--- src/rtl/led_pattern_seq_pkg.sv ---
// Shared types and constants for the LED pattern sequencer.
package led_seq_pkg;

  localparam int unsigned MODE_W    = 2;
  localparam int unsigned PAT_MAX_W = 32;

  typedef enum logic [MODE_W-1:0] {
    MODE_BLINK  = 2'd0,
    MODE_WALK   = 2'd1,
    MODE_BOUNCE = 2'd2,
    MODE_COUNT  = 2'd3
  } mode_e;

  // Pattern loaded on entry to a mode; callers truncate to the ring width.
  function automatic logic [PAT_MAX_W-1:0] init_pattern(input mode_e m);
    case (m)
      MODE_WALK, MODE_BOUNCE: init_pattern = PAT_MAX_W'(1);
      default:                init_pattern = '0;
    endcase
  endfunction

endpackage

--- src/rtl/led_pattern_seq_if.sv ---
// Button/switch inputs and LED/seconds outputs of the pattern sequencer.
interface led_seq_if
  import led_seq_pkg::*;
#(
  parameter int unsigned NUM_LEDS = 4,
  parameter int unsigned SEC_W    = 6
) ();

  logic                mode_btn;
  logic                pause;
  logic [NUM_LEDS-1:0] led_ring;
  logic                led_center;
  logic [MODE_W-1:0]   mode;
  logic [SEC_W-1:0]    sec_count;
  logic                sec_wrap;

  modport master (
    output mode_btn, pause,
    input  led_ring, led_center, mode, sec_count, sec_wrap
  );

  modport slave (
    input  mode_btn, pause,
    output led_ring, led_center, mode, sec_count, sec_wrap
  );

endinterface

--- src/rtl/led_pattern_seq_btn_sync.sv ---
// Two-flop synchroniser for a raw async input, optionally reduced to a
// one-cycle rising-edge pulse.
module btn_sync #(
  parameter bit EDGE_EN = 1'b0
) (
  input  logic clk,
  input  logic rst,
  input  logic din,
  output logic q_c
);

  logic s1;
  logic s2;

  always_ff @(posedge clk or posedge rst) begin
    if (rst) begin
      s1 <= 1'b0;
      s2 <= 1'b0;
    end else begin
      s1 <= din;
      s2 <= s1;
    end
  end

  generate
    if (EDGE_EN) begin : g_edge
      logic prev;

      always_ff @(posedge clk or posedge rst) begin
        if (rst) prev <= 1'b0;
        else     prev <= s2;
      end

      assign q_c = s2 & ~prev;
    end else begin : g_level
      assign q_c = s2;
    end
  endgenerate

endmodule

--- src/rtl/led_pattern_seq.sv ---
// Mode-selectable ring LED pattern, heartbeat LED and seconds counter,
// all advanced once per 1 Hz tick.
module led_pattern_seq
  import led_seq_pkg::*;
#(
  parameter int unsigned NUM_LEDS = 4,
  parameter int unsigned SEC_WRAP = 60,
  parameter int unsigned SEC_W    = $clog2(SEC_WRAP)
) (
  input  logic      clk_tick,
  input  logic      rst,
  led_seq_if.slave  bus
);

  logic                press;
  logic                paused;
  mode_e               mode_q;
  mode_e               mode_nxt;
  logic [NUM_LEDS-1:0] ring_q;
  logic [NUM_LEDS-1:0] step;
  logic                dir_up_q;
  logic                step_dir_up;
  logic                center_q;
  logic [SEC_W-1:0]    sec_q;
  logic                wrap_q;

  btn_sync #(.EDGE_EN(1'b1)) u_btn_sync (
    .clk (clk_tick),
    .rst (rst),
    .din (bus.mode_btn),
    .q_c (press)
  );

  btn_sync #(.EDGE_EN(1'b0)) u_pause_sync (
    .clk (clk_tick),
    .rst (rst),
    .din (bus.pause),
    .q_c (paused)
  );

  assign mode_nxt = mode_e'(mode_q + MODE_W'(1));

  // One pattern step for the current mode; bounce turns at either end.
  always_comb begin
    step        = ring_q;
    step_dir_up = dir_up_q;
    case (mode_q)
      MODE_BLINK: step = ~ring_q;
      MODE_WALK:  step = {ring_q[NUM_LEDS-2:0], ring_q[NUM_LEDS-1]};
      MODE_BOUNCE: begin
        step = dir_up_q ? (ring_q << 1) : (ring_q >> 1);
        if (step[NUM_LEDS-1]) step_dir_up = 1'b0;
        else if (step[0])     step_dir_up = 1'b1;
      end
      default:    step = ring_q + NUM_LEDS'(1);
    endcase
  end

  always_ff @(posedge clk_tick or posedge rst) begin
    if (rst) begin
      mode_q   <= MODE_BLINK;
      ring_q   <= '0;
      dir_up_q <= 1'b1;
      center_q <= 1'b0;
      sec_q    <= '0;
      wrap_q   <= 1'b0;
    end else begin
      // A press wins over pause and over the normal advance.
      if (press) begin
        mode_q   <= mode_nxt;
        ring_q   <= NUM_LEDS'(init_pattern(mode_nxt));
        dir_up_q <= 1'b1;
        center_q <= center_q | paused;
      end else if (paused) begin
        center_q <= 1'b1;
      end else begin
        ring_q   <= step;
        dir_up_q <= step_dir_up;
        center_q <= ~center_q;
      end

      if (paused) begin
        wrap_q <= 1'b0;
      end else if (sec_q == SEC_W'(SEC_WRAP - 1)) begin
        sec_q  <= '0;
        wrap_q <= 1'b1;
      end else begin
        sec_q  <= sec_q + SEC_W'(1);
        wrap_q <= 1'b0;
      end
    end
  end

  assign bus.led_ring   = ring_q;
  assign bus.led_center = center_q;
  assign bus.mode       = mode_q;
  assign bus.sec_count  = sec_q;
  assign bus.sec_wrap   = wrap_q;

endmodule

--- src/flat_wrapper.sv ---
// flat-port wrapper written by rule: the top's interface ports become plain ports
module led_pattern_seq_flat import led_seq_pkg::*;
#(
  parameter int unsigned NUM_LEDS = 4,
  parameter int unsigned SEC_WRAP = 60,
  parameter int unsigned SEC_W    = $clog2(SEC_WRAP)
)
  (clk_tick, rst, bus_mode_btn, bus_pause, bus_led_ring, bus_led_center, bus_mode, bus_sec_count, bus_sec_wrap);
  led_seq_if #(.NUM_LEDS(NUM_LEDS), .SEC_W(SEC_W)) bus_i ();
  input  logic clk_tick;
  input  logic rst;
  input wire logic [$bits(bus_i.mode_btn)-1:0] bus_mode_btn;
  input wire logic [$bits(bus_i.pause)-1:0] bus_pause;
  output wire logic [$bits(bus_i.led_ring)-1:0] bus_led_ring;
  output wire logic [$bits(bus_i.led_center)-1:0] bus_led_center;
  output wire logic [$bits(bus_i.mode)-1:0] bus_mode;
  output wire logic [$bits(bus_i.sec_count)-1:0] bus_sec_count;
  output wire logic [$bits(bus_i.sec_wrap)-1:0] bus_sec_wrap;
  assign bus_i.mode_btn = bus_mode_btn;
  assign bus_i.pause = bus_pause;
  assign bus_led_ring = bus_i.led_ring;
  assign bus_led_center = bus_i.led_center;
  assign bus_mode = bus_i.mode;
  assign bus_sec_count = bus_i.sec_count;
  assign bus_sec_wrap = bus_i.sec_wrap;
  led_pattern_seq #(.NUM_LEDS(NUM_LEDS), .SEC_WRAP(SEC_WRAP), .SEC_W(SEC_W)) u_core (.clk_tick(clk_tick), .rst(rst), .bus(bus_i));
endmodule
--- config.mk ---
export PLATFORM = sky130hd
export DESIGN_NAME = led_pattern_seq_flat
export DESIGN_NICKNAME = d
export VERILOG_FILES = /design/src/rtl/led_pattern_seq_pkg.sv /design/src/rtl/led_pattern_seq_if.sv /design/src/rtl/led_pattern_seq_btn_sync.sv /design/src/rtl/led_pattern_seq.sv /design/src/flat_wrapper.sv
export SDC_FILE = /design/constraint.sdc
export NUM_CORES = 1
export LEC_CHECK = 0
export ABC_CLOCK_PERIOD_IN_PS = 2000
export CAP_MARGIN = 10
export CORE_MARGIN = 2
export CORE_UTILIZATION = 51
export DETAILED_ROUTE_END_ITERATION = 7
export GPL_ROUTABILITY_DRIVEN = 1
export HOLD_SLACK_MARGIN = 0.02
export PLACE_DENSITY = 0.77
export SYNTH_ARGS = -nofsm -noshare
export SYNTH_HDL_FRONTEND = slang
export SYNTH_SLANG_ARGS = --single-unit
--- constraint.sdc ---
create_clock -name clk_tick -period 2 [get_ports clk_tick]
set_input_delay 0.4 -clock clk_tick [delete_from_list [all_inputs] [get_ports clk_tick]]
set_output_delay 0.4 -clock clk_tick [all_outputs]
set_load 0.03 [all_outputs]
==> reports/results.tsv <==
metric	value	unit
yosysSeqAreaShare	48.14	%
cts_made_buffers	3	
hold_viol	0	
yosysTopAreaCell	dfrtp_1	
status	finished clean	
yosys.area_share.simple	17.65	%
area_growth	21.97	%
seqPwrFrac	36.4	%
design.die.area	0.002421	mm2
synth-compound-area-share	12.85	%
cts_resized	0	
antenna_cells	0	
grt_pass1_wl	3387	um
grt_pass1_vias	756	
min_period	1926	ps
clockRootBuffer	clkbuf_4	
tns	0	ps
crit_path_start_kind	register	
worstPathBufferInverterCount	1	
setup_violations	0	
drive_gt1_share	8.929	%
hp-class	in -> async	
synth_adder_area_share	8.403	%
die_w	49.21	um
cp_cell_sequence	clkdlybuf4s50_1	
wire_per_inst	13.23	um
rsz0062_at_grt	no	
yosysWarnings	0	
synth.ff_latch_count	20	
die_y	49.21	um
fillers	159	
initial_core_util	53.67	%
netlist_instances	92	
synth.area.mux_share	4.202	%
antenna_found_initial	0	
critical_path.max_fanout	9	
p_leak	0.5445	nW
synth_xor_area_share	5.882	%
synth.distinct_cells	37	
cellInternalPower	1.131	mW
cts.sinks	20	
power_frac_clock	11.9	%
vias	761	
place_congestion	0.8871	
maxSlewViolCount	0	
htree_levels	1	
drcViolationCount	0	
crit_path_end_kind	primary output	
drt_iter0_drc	3	
dp.cells	135	
clock.fmax	0.5193	GHz
p_switching	0.8394	mW
combPwrFrac	51.7	%
crit_start	u_core.bus.led_ring[1]	
port_buffers	17	
clk_pin_slew	110	ps
fp-row-count	16	
finClkSkew	2.482	ps
clkLatencyLatePin	300	ps
viasPerCell	5.475	
grt-ovfl-total	0	
slowest_stage	clkdlybuf4s50_1	
ant_nets	0	
power_density	1550	mW/mm2
final_common_cell	dfrtp_1	
finalCritPeriodShare	96.29	%
firstDrtPassIters	3	
place_hpwl	1333	um
syn-num-nets	103	
synth_top_family_by_area	simple AND/OR/NAND/NOR gates	
tightest_slew	602.9	ps
crit_required	1600	ps
synth_top_area_share	45.62	%
max_stage_delay	720	ps
clock_path_buffers	2	
synth_area_per_cell	11.33	um2
hold_buffers	0	
critical_path.top_delay_family	buffers and inverters	
tritoncts	built	
fin_cells	139	
critical_path_class	reg -> out	
mostFrequentLayoutCells	19 x dfrtp_1, 17 x clkdlybuf4s50_1, 8 x nor2b_1	
core	0.001942	mm2
wirelength	1839	um
grt_max_degree	16	
synthTopCellsByArea	dfrtp_1 46%, ha_1 8.4%, nor2b_1 4.8%	
grt_use_total	18.06	%
post_cts_buffers	0	
slew_headroom	59.72	%
peakVddDrop	1.162	mV
cap_violations	0	
ioPinCount	18	
rr_startpoint	u_core.bus.mode[0]	
power_switching_share	42.60	%
crit_arrival	1530	ps
final_nets	124	
netlist_area	0.001042	mm2
p_total	1.971	mW
cells by family after synthesis:
group	Yosys count
flops	20
fa+ha+maj	7
buf+inv	5
mux	4
simple gates	31
xor+xnor	7
compound gates	18
power groups by stage:
stage	combinational, mW	clock [mW]	sequential, mW
after floorplan	0.462	0	0.924
after global routing	1.12	0.263	0.750
after detailed placement	1.02	0	0.729
final	1.02	0.234	0.718
after CTS	1.03	0.242	0.721
after global placement	1.00	0	0.720
final timing paths:
kind                       slack (ps)                 endpoint  cells past startpoint
min                               310     u_core.u_btn_sync.s1                      2
max                                70          bus_led_ring[1]                      1
min reg2reg                       360  u_core.u_pause_sync.q_c                      0
max in group asynchronous        1170          u_core.dir_up_q                      3
max reg2reg                       340   u_core.bus.led_ring[3]                      5
min in group clk_tick             360  u_core.u_pause_sync.q_c                      0
synth_stat cells:
| cell type | n |
|---|---|
| nand2_1 | 3 |
| a32o_1 | 1 |
| a2111oi_1 | 1 |
| mux2i_1 | 1 |
| a21oi_1 | 2 |
| nand3_1 | 3 |
| nand4b_1 | 1 |
| buf_4 | 1 |
| nand2b_1 | 3 |
| mux2_1 | 2 |
| a311oi_1 | 1 |
| xor2_1 | 2 |
| xnor2_1 | 5 |
| or3_1 | 1 |
| a211o_1 | 1 |
| a2111oi_0 | 3 |
| and2_1 | 2 |
| ha_1 | 7 |
| o21ai_1 | 1 |
| o21ai_0 | 3 |
| mux2_2 | 1 |
| and4bb_2 | 1 |
| inv_1 | 3 |
| dfstp_2 | 1 |
| buf_6 | 1 |
| and3_2 | 1 |
| a21o_2 | 1 |
| o21bai_1 | 1 |
| o41ai_1 | 1 |
| nor2b_1 | 8 |
| nor3b_1 | 1 |
| nand3b_1 | 1 |
| a21o_1 | 1 |
| dfrtp_1 | 19 |
| nor2_1 | 5 |
| and2b_1 | 1 |
| o211ai_1 | 1 |
layout make-up:
type	count	area [um2]	share of cell area, %
clock buffer	4	36.28	2.854
inverter	3	11.26	0.8858
multi-input combinational	67	510.5	40.16
sequential	20	501.7	39.47
tap	27	33.78	2.657
timing repair buffer	18	177.7	13.98
per-stage QoR:
stage                     hold slack (ps)  util [%]  area (um2)  worst slack, ps
after floorplan                     331.2         -        1042            280.5
after global placement              334.4     63.60        1235            404.0
after detailed placement            337.8     63.60        1235            362.4
after CTS                           316.2     65.46        1271            51.28
after global routing                327.5     65.46        1271            17.79
final                               306.4     65.46        1271            74.18
registers in the layout (all words and copies together) (netlist names):
signal / cells
u_core.u_pause_sync.q_c: 1
u_core.u_btn_sync.g_edge.prev: 1
u_core.dir_up_q: 1
u_core.bus.led_ring: 4
u_core.bus.mode: 2
u_core.bus.sec_count: 6
u_core.u_btn_sync.s1: 1
u_core.u_pause_sync.s1: 1
u_core.bus.led_center: 1
u_core.u_btn_sync.s2: 1
u_core.bus.sec_wrap: 1
layer usage:
metal	global-route usage [%]	up-vias	routed length [um]	share of wire, %
li1	-	370	-	-
met1	24.85	372	830	45
met2	27.93	14	898	49
met3	2.761	5	77	4.2
met4	8.571	0	34	1.8
met5	0	-	0	0
Note: power is estimated with default switching activity, not from simulation.
